File: config.mk
export PLATFORM = sky130hd
export DESIGN_NAME = wbm_rr_arbiter_flat
export DESIGN_NICKNAME = d
export VERILOG_FILES = /design/src/rtl/wbm_rr_arbiter_if.sv /design/src/rtl/wbm_rr_arbiter.sv /design/src/flat_wrapper.sv
export SDC_FILE = /design/constraint.sdc
export NUM_CORES = 1
export LEC_CHECK = 0
export BUFFER_PORTS_ARGS = -buffer_cell sky130_fd_sc_hd__buf_4
export CORE_AREA = 10 10 161 163
export DETAILED_ROUTE_END_ITERATION = 12
export DIE_AREA = 0 0 171 173
export SLEW_MARGIN = 20
export SYNTH_ARGS = -nofsm -noshare
export SYNTH_HDL_FRONTEND = slang
export SYNTH_SLANG_ARGS = --single-unit
File: constraint.sdc
create_clock -name wb_clk_i -period 5.9 [get_ports wb_clk_i]
set_input_delay 0.59 -clock wb_clk_i [delete_from_list [all_inputs] [get_ports wb_clk_i]]
set_output_delay 0.59 -clock wb_clk_i [all_outputs]
set_load 0.05 [all_outputs]
File: src/rtl/wbm_rr_arbiter_if.sv
// wbm_rr_arbiter_if: requester-side and downstream Wishbone signals of the round-robin arbiter
interface wbm_rr_arbiter_if #(
  parameter int NUM_MASTERS = 4
);
  logic [NUM_MASTERS-1:0]    m_cyc_i;
  logic [NUM_MASTERS-1:0]    m_stb_i;
  logic [NUM_MASTERS-1:0]    m_we_i;
  logic [4*NUM_MASTERS-1:0]  m_sel_i;
  logic [32*NUM_MASTERS-1:0] m_adr_i;
  logic [32*NUM_MASTERS-1:0] m_dat_i;
  logic [31:0]               m_dat_o;
  logic [NUM_MASTERS-1:0]    m_ack_o;
  logic [NUM_MASTERS-1:0]    m_err_o;
  logic                      s_cyc_o;
  logic                      s_stb_o;
  logic                      s_we_o;
  logic [3:0]                s_sel_o;
  logic [31:0]               s_adr_o;
  logic [31:0]               s_dat_o;
  logic [31:0]               s_dat_i;
  logic                      s_ack_i;
  logic                      s_err_i;
  logic [NUM_MASTERS-1:0]    grant_o;
  // arbiter view: masters downstream, serves the requesters
  modport master (
    input  m_cyc_i, m_stb_i, m_we_i, m_sel_i, m_adr_i, m_dat_i, s_dat_i, s_ack_i, s_err_i,
    output m_dat_o, m_ack_o, m_err_o, s_cyc_o, s_stb_o, s_we_o, s_sel_o, s_adr_o, s_dat_o, grant_o
  );
  // environment view: requesters plus downstream slave
  modport slave (
    output m_cyc_i, m_stb_i, m_we_i, m_sel_i, m_adr_i, m_dat_i, s_dat_i, s_ack_i, s_err_i,
    input  m_dat_o, m_ack_o, m_err_o, s_cyc_o, s_stb_o, s_we_o, s_sel_o, s_adr_o, s_dat_o, grant_o
  );
endinterface

File: src/rtl/wbm_rr_arbiter.sv
// wbm_rr_arbiter: round-robin Wishbone classic arbiter with cyc bus lock and per-beat timeout
// Reset release is assumed to be already synchronous to wb_clk_i.
module wbm_rr_arbiter #(
  parameter int NUM_MASTERS = 4,
  parameter int TIMEOUT     = 1024
) (
  input logic             wb_clk_i,
  input logic             wb_rst_n_i,
  wbm_rr_arbiter_if.master bus
);
  localparam int IW = $clog2(NUM_MASTERS);
  localparam int CW = $clog2(TIMEOUT);
  typedef enum logic [1:0] {IDLE, WAIT, ACK, LOCK} state_t;
  state_t state, state_d;
  logic [IW-1:0] ptr, ptr_d, own, own_d, win, src, nxt;
  logic [CW-1:0] cnt, cnt_d;
  logic [NUM_MASTERS-1:0] req, grant_d, ack_d, err_d;
  logic cyc_d, stb_d, we_d, any, tmo, rel, beat, done, ack_hit;
  logic [3:0] sel_d;
  logic [31:0] adr_d, dat_d, mdat_d;
  function automatic logic [IW-1:0] wrap(input int v);
    return IW'(v >= NUM_MASTERS ? v - NUM_MASTERS : v);
  endfunction
  assign req = bus.m_cyc_i & bus.m_stb_i;
  assign tmo = cnt == CW'(TIMEOUT - 1);
  assign nxt = own == IW'(NUM_MASTERS - 1) ? '0 : own + 1'b1;
  assign src = state == IDLE ? win : own;
  assign rel = (state == WAIT && !bus.m_cyc_i[own]) ||
               (state == LOCK && (!bus.m_cyc_i[own] || (tmo && !bus.m_stb_i[own])));
  assign beat = (state == IDLE && any) || (state == LOCK && bus.m_stb_i[own]);
  assign done = bus.s_err_i || bus.s_ack_i || tmo;
  assign ack_hit = bus.s_ack_i && !bus.s_err_i;
  // first requester at or after the pointer, scanned downward so the nearest one wins
  always_comb begin
    win = '0;
    any = 1'b0;
    for (int i = NUM_MASTERS - 1; i >= 0; i--)
      if (req[wrap(int'(ptr) + i)]) begin
        win = wrap(int'(ptr) + i);
        any = 1'b1;
      end
  end
  // next state and next register values; release beats new beat beats beat progress
  always_comb begin
    state_d = state;
    ptr_d = ptr;
    own_d = own;
    cnt_d = cnt;
    grant_d = bus.grant_o;
    cyc_d = bus.s_cyc_o;
    stb_d = bus.s_stb_o;
    we_d = bus.s_we_o;
    sel_d = bus.s_sel_o;
    adr_d = bus.s_adr_o;
    dat_d = bus.s_dat_o;
    mdat_d = bus.m_dat_o;
    ack_d = '0;
    err_d = '0;
    if (rel) begin
      state_d = IDLE;
      ptr_d = nxt;
      cyc_d = 1'b0;
      stb_d = 1'b0;
      grant_d = '0;
    end else if (beat) begin
      state_d = WAIT;
      own_d = src;
      cnt_d = '0;
      cyc_d = 1'b1;
      stb_d = 1'b1;
      grant_d = '0;
      grant_d[src] = 1'b1;
      we_d = bus.m_we_i[src];
      sel_d = bus.m_sel_i[4*src +: 4];
      adr_d = bus.m_adr_i[32*src +: 32];
      dat_d = bus.m_dat_i[32*src +: 32];
    end else case (state)
      WAIT: if (done) begin
        state_d = ACK;
        stb_d = 1'b0;
        ack_d = ack_hit ? bus.grant_o : '0;
        err_d = ack_hit ? '0 : bus.grant_o;
        mdat_d = ack_hit ? bus.s_dat_i : bus.m_dat_o;
      end else cnt_d = cnt + 1'b1;
      ACK: begin
        state_d = LOCK;
        cnt_d = '0;
      end
      LOCK: cnt_d = cnt + 1'b1;
      default: ;
    endcase
  end
  // state and registered outputs, cleared asynchronously on reset
  always_ff @(posedge wb_clk_i or negedge wb_rst_n_i)
    if (!wb_rst_n_i) begin
      state <= IDLE;
      ptr <= '0;
      own <= '0;
      cnt <= '0;
      bus.grant_o <= '0;
      bus.s_cyc_o <= 1'b0;
      bus.s_stb_o <= 1'b0;
      bus.s_we_o <= 1'b0;
      bus.s_sel_o <= '0;
      bus.s_adr_o <= '0;
      bus.s_dat_o <= '0;
      bus.m_dat_o <= '0;
      bus.m_ack_o <= '0;
      bus.m_err_o <= '0;
    end else begin
      state <= state_d;
      ptr <= ptr_d;
      own <= own_d;
      cnt <= cnt_d;
      bus.grant_o <= grant_d;
      bus.s_cyc_o <= cyc_d;
      bus.s_stb_o <= stb_d;
      bus.s_we_o <= we_d;
      bus.s_sel_o <= sel_d;
      bus.s_adr_o <= adr_d;
      bus.s_dat_o <= dat_d;
      bus.m_dat_o <= mdat_d;
      bus.m_ack_o <= ack_d;
      bus.m_err_o <= err_d;
    end
endmodule

File: src/flat_wrapper.sv
// flat-port wrapper written by rule: the top's interface ports become plain ports
module wbm_rr_arbiter_flat 
#(
  parameter int NUM_MASTERS = 4,
  parameter int TIMEOUT     = 1024
)
  (wb_clk_i, wb_rst_n_i, bus_m_cyc_i, bus_m_stb_i, bus_m_we_i, bus_m_sel_i, bus_m_adr_i, bus_m_dat_i, bus_s_dat_i, bus_s_ack_i, bus_s_err_i, bus_m_dat_o, bus_m_ack_o, bus_m_err_o, bus_s_cyc_o, bus_s_stb_o, bus_s_we_o, bus_s_sel_o, bus_s_adr_o, bus_s_dat_o, bus_grant_o);
  wbm_rr_arbiter_if #(.NUM_MASTERS(NUM_MASTERS)) bus_i ();
  input logic wb_clk_i;
  input logic wb_rst_n_i;
  input wire logic [$bits(bus_i.m_cyc_i)-1:0] bus_m_cyc_i;
  input wire logic [$bits(bus_i.m_stb_i)-1:0] bus_m_stb_i;
  input wire logic [$bits(bus_i.m_we_i)-1:0] bus_m_we_i;
  input wire logic [$bits(bus_i.m_sel_i)-1:0] bus_m_sel_i;
  input wire logic [$bits(bus_i.m_adr_i)-1:0] bus_m_adr_i;
  input wire logic [$bits(bus_i.m_dat_i)-1:0] bus_m_dat_i;
  input wire logic [$bits(bus_i.s_dat_i)-1:0] bus_s_dat_i;
  input wire logic [$bits(bus_i.s_ack_i)-1:0] bus_s_ack_i;
  input wire logic [$bits(bus_i.s_err_i)-1:0] bus_s_err_i;
  output wire logic [$bits(bus_i.m_dat_o)-1:0] bus_m_dat_o;
  output wire logic [$bits(bus_i.m_ack_o)-1:0] bus_m_ack_o;
  output wire logic [$bits(bus_i.m_err_o)-1:0] bus_m_err_o;
  output wire logic [$bits(bus_i.s_cyc_o)-1:0] bus_s_cyc_o;
  output wire logic [$bits(bus_i.s_stb_o)-1:0] bus_s_stb_o;
  output wire logic [$bits(bus_i.s_we_o)-1:0] bus_s_we_o;
  output wire logic [$bits(bus_i.s_sel_o)-1:0] bus_s_sel_o;
  output wire logic [$bits(bus_i.s_adr_o)-1:0] bus_s_adr_o;
  output wire logic [$bits(bus_i.s_dat_o)-1:0] bus_s_dat_o;
  output wire logic [$bits(bus_i.grant_o)-1:0] bus_grant_o;
  assign bus_i.m_cyc_i = bus_m_cyc_i;
  assign bus_i.m_stb_i = bus_m_stb_i;
  assign bus_i.m_we_i = bus_m_we_i;
  assign bus_i.m_sel_i = bus_m_sel_i;
  assign bus_i.m_adr_i = bus_m_adr_i;
  assign bus_i.m_dat_i = bus_m_dat_i;
  assign bus_i.s_dat_i = bus_s_dat_i;
  assign bus_i.s_ack_i = bus_s_ack_i;
  assign bus_i.s_err_i = bus_s_err_i;
  assign bus_m_dat_o = bus_i.m_dat_o;
  assign bus_m_ack_o = bus_i.m_ack_o;
  assign bus_m_err_o = bus_i.m_err_o;
  assign bus_s_cyc_o = bus_i.s_cyc_o;
  assign bus_s_stb_o = bus_i.s_stb_o;
  assign bus_s_we_o = bus_i.s_we_o;
  assign bus_s_sel_o = bus_i.s_sel_o;
  assign bus_s_adr_o = bus_i.s_adr_o;
  assign bus_s_dat_o = bus_i.s_dat_o;
  assign bus_grant_o = bus_i.grant_o;
  wbm_rr_arbiter #(.NUM_MASTERS(NUM_MASTERS), .TIMEOUT(TIMEOUT)) u_core (.wb_clk_i(wb_clk_i), .wb_rst_n_i(wb_rst_n_i), .bus(bus_i));
endmodule
==> metrics.yaml, run 1 <==
status: "completed"
r2r_end: "u_core.bus.s_adr_o[16]"
vias: 7541
antenna_cells: 0
drtPass1Iterations: 6
drc_errors: 0
grt_pass1_vias: 7869
grt.overflow.total: 0
start_util_pct: 33.24
die_area_sq_um: 29580
fmax_mhz: 309.1
hold_class: "input port to asynchronous set/reset pin"
cts-htree-levels: 4
cts-root-buf: "clkbuf_16"
async_reset_ff_share_pct: 100.0
worstMarginPinSlew_ns: 0.9723
maxCapViolations: 0
syn_area_sq_um: 7502
syn_to_final_growth_pct: 54.17
synth-edff-count: 0
cts_hold_buf: 0
first_iter_violations: 566
ioPinCount: 435
rsz0062_at_grt: "no"
synth.top_cell.area_share_pct: 43.70
crit_required_ns: 6.25
avgViaCountPerCell: 5.341
synth_cell_types: 49
fill_cells: 2132
dpl_cell_area_sq_um: 10980
clk_pin_slew_ns: 0.06
finalPower_mw: 7.139
finalSetupViolCount: 0
ys_ff_latch: 131
grt_max_degree: 79
yosysMostFrequentCell: "dfrtp_1"
ctsLongestPathBuffers: 2
ctsResizeCount: 0
rows: 55
powerDensity_nw_per_um2: 617.3
peakVddDrop_uv: 311.1
crit_fanout: 34
multi_input_area_sq_um: 3970
finalInstanceArea_sq_um: 11570
synth_flop_cell: "dfrtp_1"
ant_nets: 0
crit_path_end: "u_core.bus.s_adr_o[16]"
die_w_um: 171
synth_fp_nets: 1038
syn_inst: 712
cts_buffers: 17
yosys.area.top_type: "dfrtp_1"
clk_latency_ns: 0.42
drive_above_1_share_pct: 50.40
syn_avg_cell_area_sq_um: 10.54
die-height_um: 173
grt_usage_pct: 21.55
rrSetupSlack_ns: 2.67
wl_per_cell_um: 23.72
drv_slew: 0
cts_setup_buffers: 0
grt_pass1_wl_mm: 48.89
yosys_warnings: 0
wl_mm: 33.49
core-area_sq_um: 22570
tns_ns: 0
cts_tree: "built"
final_nets: 1440
p_leak_nw: 5.817
min_period_ns: 3.235
final_hold_viol_count: 0
synth_area_leaders: "dfrtp_1 (44%), mux2_4 (8.0%), a221o_1 (5.9%), mux2_2 (5.4%), nand3_1 (3.5%)"
max_slew_margin_pct: 34.95
place.gp.congestion: 0.9013
setup.worst_path.end_class: "flop"
critPathLaunch: "u_core.state[0]"
antenna_found_initial: 0
dpl.hpwl_mm: 26.31
regArea_sq_um: 3278
cts_sinks: 131
worstSetupPathType: "flop to flop"
cp-start-kind: "flop"
cp.arrival_ns: 3.59
r2r-start: "u_core.state[0]"
ys_seq_area_share_pct: 43.70
ff2ff_path_depth: 9
post-route-period-util_pct: 54.83
synth_commonest_cells: "dfrtp_1 (131), nand3_1 (53), o21ai_0 (53), a21oi_1 (50), nand2_1 (48)"
port_buffers: 434
clock_skew_ns: 0.01164
## per-layer routing
layer / up-vias / wire, um / track usage, %
li1: 3532 / - / -
met1: 3594 / 12640 / 24.38
met2: 370 / 16840 / 36.81
met3: 45 / 3121 / 7.174
met4: 0 / 890 / 7.611
met5: - / 0 / 0
## area by class of cell
class                           instances  share of cell area [%]
Multi-Input combinational cell        511                   34.32
Timing Repair Buffer                  446                   28.98
Sequential cell                       131                   28.34
Clock buffer                           18                   3.711
Tap cell                              285                   3.083
Clock inverter                         14                   1.331
Inverter                                7                  0.2272
## cells by family after synthesis
logic type / count (synthesis) / synth area share [%]
buffers and inverters: 70 / 4.186
adders and majority gates: 6 / 1.001
DFF: 131 / 43.70
muxes: 104 / 17.48
xor gates and xnor gates: 7 / 0.8172
AOI/OAI and AO/OA: 243 / 23.22
and+or+nand+nor: 151 / 9.606
## worst max-delay path, cell delays in order (launching register included)
cell      delay, ns
dfrtp_1        0.41
inv_1          0.09
ha_1           0.30
inv_1          0.21
a211oi_1       0.33
a21o_2         0.70
buf_4          0.39
mux2i_1        0.12
a221oi_1       0.45
a21o_1         0.13
## registers in the layout, summed over array words and instances, names as in the netlist
register            count
u_core.bus.s_adr_o     32
u_core.bus.s_cyc_o      1
u_core.bus.s_sel_o      4
u_core.own              2
u_core.bus.m_ack_o      4
u_core.state            2
u_core.bus.s_dat_o     32
u_core.cnt             10
u_core.bus.m_dat_o     32
u_core.bus.s_we_o       1
u_core.bus.s_stb_o      1
u_core.bus.m_err_o      4
u_core.ptr              2
u_core.bus.grant_o      4
## placed cells by master (no fill, tap or decap), drive strengths merged, types with 4 or more instances in the layout
cell    instances
nor2           18
inv            10
a22oi          25
o21ai          54
a21o           26
ha              6
xnor2           6
a221o          44
clkinv          7
nand2          48
a21oi          50
nor3            8
mux2i          26
buf           446
a221oi         26
mux2           76
nand3          54
or3             4
and2           11
dfrtp         131
clkbuf         18
## power breakdown
group | total, mW | switching, mW | internal (mW)
Combinational | 4.52 | 2.87 | 1.65
Clock | 1.06 | 0.429 | 0.628
Sequential | 1.56 | 0.259 | 1.31
Total | 7.14 | 3.56 | 3.58
## worst min path at each step
stage | depth (start not counted) | startpoint | end
after floorplan | 0 | wb_rst_n_i | u_core.bus.grant_o[0]
after global placement | 1 | u_core.bus.s_adr_o[8] | u_core.bus.s_adr_o[8]
after detailed placement | 1 | u_core.bus.s_dat_o[16] | u_core.bus.s_dat_o[16]
after CTS | 1 | wb_rst_n_i | u_core.bus.m_dat_o[26]
after global routing | 1 | wb_rst_n_i | u_core.bus.m_dat_o[0]
final | 1 | wb_rst_n_i | u_core.bus.m_dat_o[0]
## metrics by stage
stage	utilization, %	std cells	setup slack [ns]	hold WS, ns
after floorplan	-	712	3.315	0.2944
after global placement	48.66	1380	2.425	0.4615
after detailed placement	48.66	1380	2.392	0.4667
after CTS	51.24	1412	2.650	0.2381
after global routing	51.24	1412	2.444	0.2642
final	51.24	1412	2.665	0.2171
Note: power is estimated with default switching activity, not from simulation.
==> inputs of run 2 (changes only) <==
Settings changed: PLACE_DENSITY set to 0.66.
Clock period 5.9 ns to 2.9 ns, I/O delays scaled along.
==> run 2 against run 1 <==
Net effect:
- non-clock buffer count up 19
- maximum frequency up 21%
- sequential power up 100%
- global-route usage down 0.34 points
- clock skew up 0.00083 ns
- wire length down 1.4%
- hold slack worse by 0.11 ns
- first-iteration DRC count down 16%
- die area unchanged
- clock power up 98%
- critical path type unchanged
- critical endpoint is now u_core.bus.s_dat_o[0]
- highest routed layer unchanged
==> metrics.yaml, run 2 (synthesis gave the netlist of run 1 again) <==
clock_skew_ns: 0.01247  # +0.0008348 ns
max_slew_margin_pct: 58.58  # +24 points
cp.arrival_ns: 2.98  # -0.61 ns
drc_errors: 0  # unchanged
dpl.hpwl_mm: 26.04  # -1.0%
clk_pin_slew_ns: 0.06  # about the same
cts-htree-levels: 4  # unchanged
core-area_sq_um: 22570  # unchanged
reg.largest.list: "u_core.bus.m_dat_o (32), u_core.bus.s_adr_o (32), u_core.bus.s_dat_o (32)"
dpl_cell_area_sq_um: 11230  # +2.3%
final_nets: 1459  # +1.3%
hold_class: "input port to flop"
grt_max_degree: 60  # -24%
drtPass1Iterations: 6  # unchanged
final_hold_viol_count: 0  # unchanged
worstSetupPathType: "flop to flop"
min_period_ns: 2.672  # -0.5629 ns
p_switching_mw: 7.383  # +110%
vias: 7701  # +2.1%
layout_commonest_cell: "buf_4"
layout_common_cells: "buf_4 (454), dfrtp_1 (131), nand3_1 (53), o21ai_0 (53), a21oi_1 (49)"
syn_to_final_growth_pct: 57.39
die-height_um: 173  # unchanged
antenna_cells: 0  # unchanged
first_iter_violations: 478  # -16%
p_leak_nw: 5.942  # +2.2%
port_buffers: 434  # unchanged
crit_required_ns: 3.20  # -3.05 ns
start_util_pct: 33.24  # unchanged
maxCapViolations: 0  # unchanged
cts_tree: "built"
p_clk_share_pct: 14.0  # -0.8 points
powerDensity_nw_per_um2: 1267  # +110%
place.gp.congestion: 0.8731  # -3.1%
avgViaCountPerCell: 5.385  # +0.84%
p_seq_share_pct: 21.2  # -0.7 points
grt_usage_pct: 21.21  # -0.34 points
finalSetupViolCount: 0  # unchanged
crit_fanout: 27  # -21%
cts_setup_buffers: 0  # unchanged
finalInstanceArea_sq_um: 11810  # +2.1%
p_int_mw: 7.575  # +110%
grt_pass1_vias: 8096  # +2.9%
drive_above_1_share_pct: 50.92  # +0.52 points
regArea_sq_um: 3278  # unchanged
fill_cells: 2069  # -3.0%
ioPinCount: 435  # unchanged
post-route-period-util_pct: 92.13  # +37 points
cts_buffers: 17  # unchanged
cts-root-buf: "clkbuf_16"
grt.overflow.total: 0  # unchanged
swShare_pct: 49.36  # -0.49 points
peakVddDrop_uv: 526.9  # +69%
fmax_mhz: 374.3  # +21%
tns_ns: 0  # unchanged
ant_nets: 0  # unchanged
cts_sinks: 131  # unchanged
rsz0062_at_grt: "no"
cp-start-kind: "flop"
worstMarginPinSlew_ns: 0.6176  # -0.3547 ns
clk_latency_ns: 0.42  # about the same
drv_slew: 0  # unchanged
die_w_um: 171  # unchanged
setup.worst_path.end_class: "flop"
die_area_sq_um: 29580  # unchanged
multi_input_area_sq_um: 3970  # unchanged
wl_mm: 33.02  # -1.4%
p_comb_share_pct: 64.8  # +1.5 points
antenna_found_initial: 0  # unchanged
grt_pass1_wl_mm: 48.98  # +0.18%
status: "completed"
wl_per_cell_um: 23.09  # -2.7%
ctsResizeCount: 0  # unchanged
ctsLongestPathBuffers: 2  # unchanged
rows: 55  # unchanged
-- run 2: cell count changes in the layout (fill, tap and decap cells not counted), sizes merged --
cell,previous run,this run
buf,446,464
clkinv,7,6
dlygate4sd3,0,1
inv,10,9
clkbuf,18,20
clkinvlp,2,1
-- run 2: cell type report --
class,instances,area share [%]
Sequential cell,131,27.76
Clock buffer,20,3.698
Clock inverter,11,1.102
Timing Repair Buffer,465,30.57
Inverter,7,0.2225
Tap cell,285,3.020
Multi-Input combinational cell,511,33.62
-- run 2: critical path, cell delays in order (launching register included) --
cell	delay, ns
dfrtp_1	0.41
inv_1	0.10
ha_1	0.31
inv_1	0.22
a211oi_1	0.35
a21o_2	0.17
buf_12	0.20
mux2i_1	0.43
a221oi_1	0.16
a21o_1	0.18
-- run 2: timing repair --
item,in CTS,in global routing
hold buffers,1,0
setup endpoints to repair,0,0
endpoints found under the hold margin,56,0
-- run 2: power groups by stage --
stage / sequential, mW / combinational, mW / clock, mW
finish: 3.17 / 9.69 / 2.10
global route: 3.27 / 10.2 / 2.25
CTS: 3.17 / 9.78 / 2.16
detailed placement: 3.19 / 9.78 / 0
global placement: 3.17 / 9.69 / 0
floorplan: 5.60 / 4.01 / 0
-- run 2: worst paths after layout --
| path | start | endpoint | slack, ns | cells past startpoint |
|---|---|---|---|---|
| hold reg to reg | u_core.bus.s_adr_o[18] | u_core.bus.s_adr_o[18] | 0.48 | 1 |
| max in group asynchronous | wb_rst_n_i | u_core.bus.s_dat_o[30] | 1.59 | 3 |
| hold / removal | bus_s_dat_i[31] | u_core.bus.m_dat_o[31] | 0.10 | 2 |
| setup reg to reg | u_core.state[0] | u_core.bus.s_dat_o[0] | 0.23 | 9 |
| min in group asynchronous | wb_rst_n_i | u_core.bus.m_ack_o[1] | 0.44 | 2 |
| setup / recovery | u_core.state[0] | u_core.bus.s_dat_o[0] | 0.23 | 9 |
-- run 2: stage by stage --
stage | power (mW) | utilization (%) | std cells | hold slack, ns | setup WS (ns)
2_1_floorplan | 9.616 | - | 712 | -0.005591 | 0.4885
3_3_place_gp | 12.87 | 49.76 | 1398 | 0.3098 | 0.2504
3_5_place_dp | 12.97 | 49.76 | 1398 | 0.3169 | 0.1949
4_1_cts | 15.11 | 52.31 | 1430 | 0.08783 | 0.2238
5_1_grt | 15.76 | 52.31 | 1430 | 0.08313 | 0.1013
6_report | 14.96 | 52.31 | 1430 | 0.1041 | 0.2282
-- run 2: metal layers --
layer	global-route usage (%)	routed length, um	vias to the layer above
met1	23.57	12410	3682
met2	36.64	16530	403
met3	7.789	3317	48
met5	0	0	-
met4	6.524	762	0
li1	-	-	3568
==> inputs of run 3 (changes only) <==
Settings changed: CORE_AREA 10 10 161 163 to 2 2 167 169, DIE_AREA 0 0 171 173 to 0 0 169 171, PLACE_DENSITY 0.66 to unset.
==> run 3 against run 2 <==
Net effect:
- the run now ends with hold timing left
- highest routed layer unchanged
- flip-flop and latch count is the same
- largest cell class unchanged
- maximum frequency grew 1.6%
- sequential power is essentially flat
- largest power group unchanged
- critical path type unchanged
==> metrics.yaml, run 3 (synthesis gave the netlist of run 1 again) <==
dpl.hpwl_mm: 22.60  # -13%
timing.final.ws_setup_ns: 0.2696  # +0.04145 ns
path_cells: "a221oi_1 -> a31oi_1 -> nand3_2 -> o2111a_1 -> nor2_4 -> buf_4 -> mux2_2 -> a221o_1"
rsz0062_at_grt: "no"
antenna_found_initial: 1  # +1
drc_errors: 0  # unchanged
worstMarginPinSlew_ns: 0.9482  # +0.3306 ns
critPathLaunch: "u_core.ptr[0]"
hold_slack_ns: -0.009183  # -0.1132 ns
finalSetupViolCount: 0  # unchanged
critPathBufInv: 1  # -2
syn_to_final_growth_pct: 60.19
violations: "hold timing"
cp_top_family: "compound AO/OA/AOI/OAI gates"
rrSetupSlack_ns: 0.27  # +0.04 ns
layout_commonest_cell: "buf_4"
grt.overflow.total: 0  # unchanged
grt_usage_pct: 19.68  # -1.5 points
layout_common_cells: "buf_4 (466), dfrtp_1 (131), nand3_1 (53), o21ai_0 (53), a21oi_1 (49)"
cts-htree-levels: 4  # unchanged
dp_slack_ns: 0.2546  # +0.05965 ns
powerDensity_nw_per_um2: 1263  # -0.30%
cp-start-kind: "flop"
core-area_sq_um: 27320  # +21%
crit_fanout: 11  # -59%
reg.largest.list: "u_core.bus.m_dat_o (32), u_core.bus.s_adr_o (32), u_core.bus.s_dat_o (32)"
slowest_delay_ns: 0.48  # +0.05 ns
final_nets: 1470  # +0.75%
wl_mm: 29.62  # -10%
first_iter_violations: 376  # -21%
start_util_pct: 27.46  # -5.8 points
max_slew_margin_pct: 36.78  # -22 points
cts_sinks: 131  # unchanged
die-height_um: 171  # -1.2%
ctsLongestPathBuffers: 2  # unchanged
final_hold_viol_count: 6  # +6
cts_buffers: 17  # unchanged
slowest_stage: "dfrtp_1"
fmax_mhz: 380.2  # +1.6%
worstSetupPathType: "flop to flop"
placedCellCount: 1471  # +5.2%
rows: 61  # +11%
clk_pin_slew_ns: 0.06  # about the same
r2r_end: "u_core.bus.s_sel_o[2]"
finalPower_mw: 15.18  # +1.5%
final_util_pct: 43.98  # -8.3 points
min_period_ns: 2.630  # -0.04145 ns
ant_nets: 0  # unchanged
die_area_sq_um: 28900  # -2.3%
crit_required_ns: 3.19  # about the same
clock_skew_ns: 0.01049  # -0.001978 ns
tns_ns: 0  # unchanged
place.gp.congestion: 0.8489  # -2.8%
avgViaCountPerCell: 5.052  # -6.2%
clk_latency_ns: 0.41  # about the same
die_w_um: 169  # -1.2%
vias: 7598  # -1.3%
cts_tree: "built"
p_leak_nw: 6.014  # +1.2%
grtUsageMet2_pct: 35.50  # -1.1 points
post-route-period-util_pct: 90.70  # -1.4 points
wl_per_cell_um: 19.70  # -15%
status: "finished, violations left"
ioPinCount: 435  # unchanged
grt_most_used_layer: "met2"
grt_pass1_wl_mm: 43.86  # -10%
grtUsageMet3_pct: 4.557  # -3.2 points
drive_above_1_share_pct: 51.77  # +0.85 points
dpl_cell_area_sq_um: 11400  # +1.5%
finalInstanceArea_sq_um: 12020  # +1.8%
fill_cells: 2664  # +29%
setup.worst_path.end_class: "flop"
cts_hold_buf: 0  # -1
grt_use_met1_pct: 23.11  # -0.46 points
r2r-start: "u_core.ptr[0]"
grt_pass1_vias: 7644  # -5.6%
cp.arrival_ns: 2.92  # -0.06 ns
drv_slew: 0  # unchanged
drtPass1Iterations: 5  # -1
maxCapViolations: 0  # unchanged
grt_max_degree: 104  # +73%
fin_cells: 1504  # +5.2%
ff2ff_path_depth: 8  # -1
cts-root-buf: "clkbuf_16"
port_buffers: 434  # unchanged
hold_class: "input port to asynchronous set/reset pin"
peakVddDrop_uv: 509.7  # -3.3%
==> run 3: how the worst max path moves through the flow <==
stage | to | slack, ns | cells past startpoint
global route | u_core.bus.s_sel_o[2] | 0.10 | 8
finish | u_core.bus.s_sel_o[2] | 0.27 | 8
CTS | u_core.bus.s_adr_o[18] | 0.24 | 10
detailed placement | u_core.bus.s_sel_o[2] | 0.25 | 9
floorplan | u_core.bus.s_adr_o[10] | 0.49 | 9
global placement | u_core.bus.s_sel_o[2] | 0.29 | 9
==> run 3: routing by layer <==
layer	wire, um	share of wire [%]
met5	0	0
met4	672	2.3
met3	2353	7.9
met2	15160	51
met1	11440	39
==> run 3: report_power, final <==
group	leakage, nW	internal (mW)	switching (mW)	total (mW)
Combinational	4.08	3.80	5.96	9.76
Sequential	1.64	2.66	0.501	3.16
Clock	0.292	1.37	0.896	2.26
Total	6.01	7.82	7.36	15.2
==> run 3: area by class of cell <==
type / count / area (sq um) / share of cell area [%]
inverter: 7 / 26.28 / 0.2186
tap: 346 / 432.9 / 3.602
clock buffer: 18 / 429.2 / 3.571
clock inverter: 14 / 176.4 / 1.468
multi-input combinational: 511 / 3983 / 33.14
antenna: 1 / 2.502 / 0.02082
timing repair buffer: 476 / 3690 / 30.70
sequential: 131 / 3278 / 27.28
==> run 3: timing repair <==
action | in CTS | in global routing
resized for setup | 0 | 1
endpoints found under the setup margin | 0 | 1
setup buffers | 0 | 0
endpoints found under the hold margin | 0 | 0
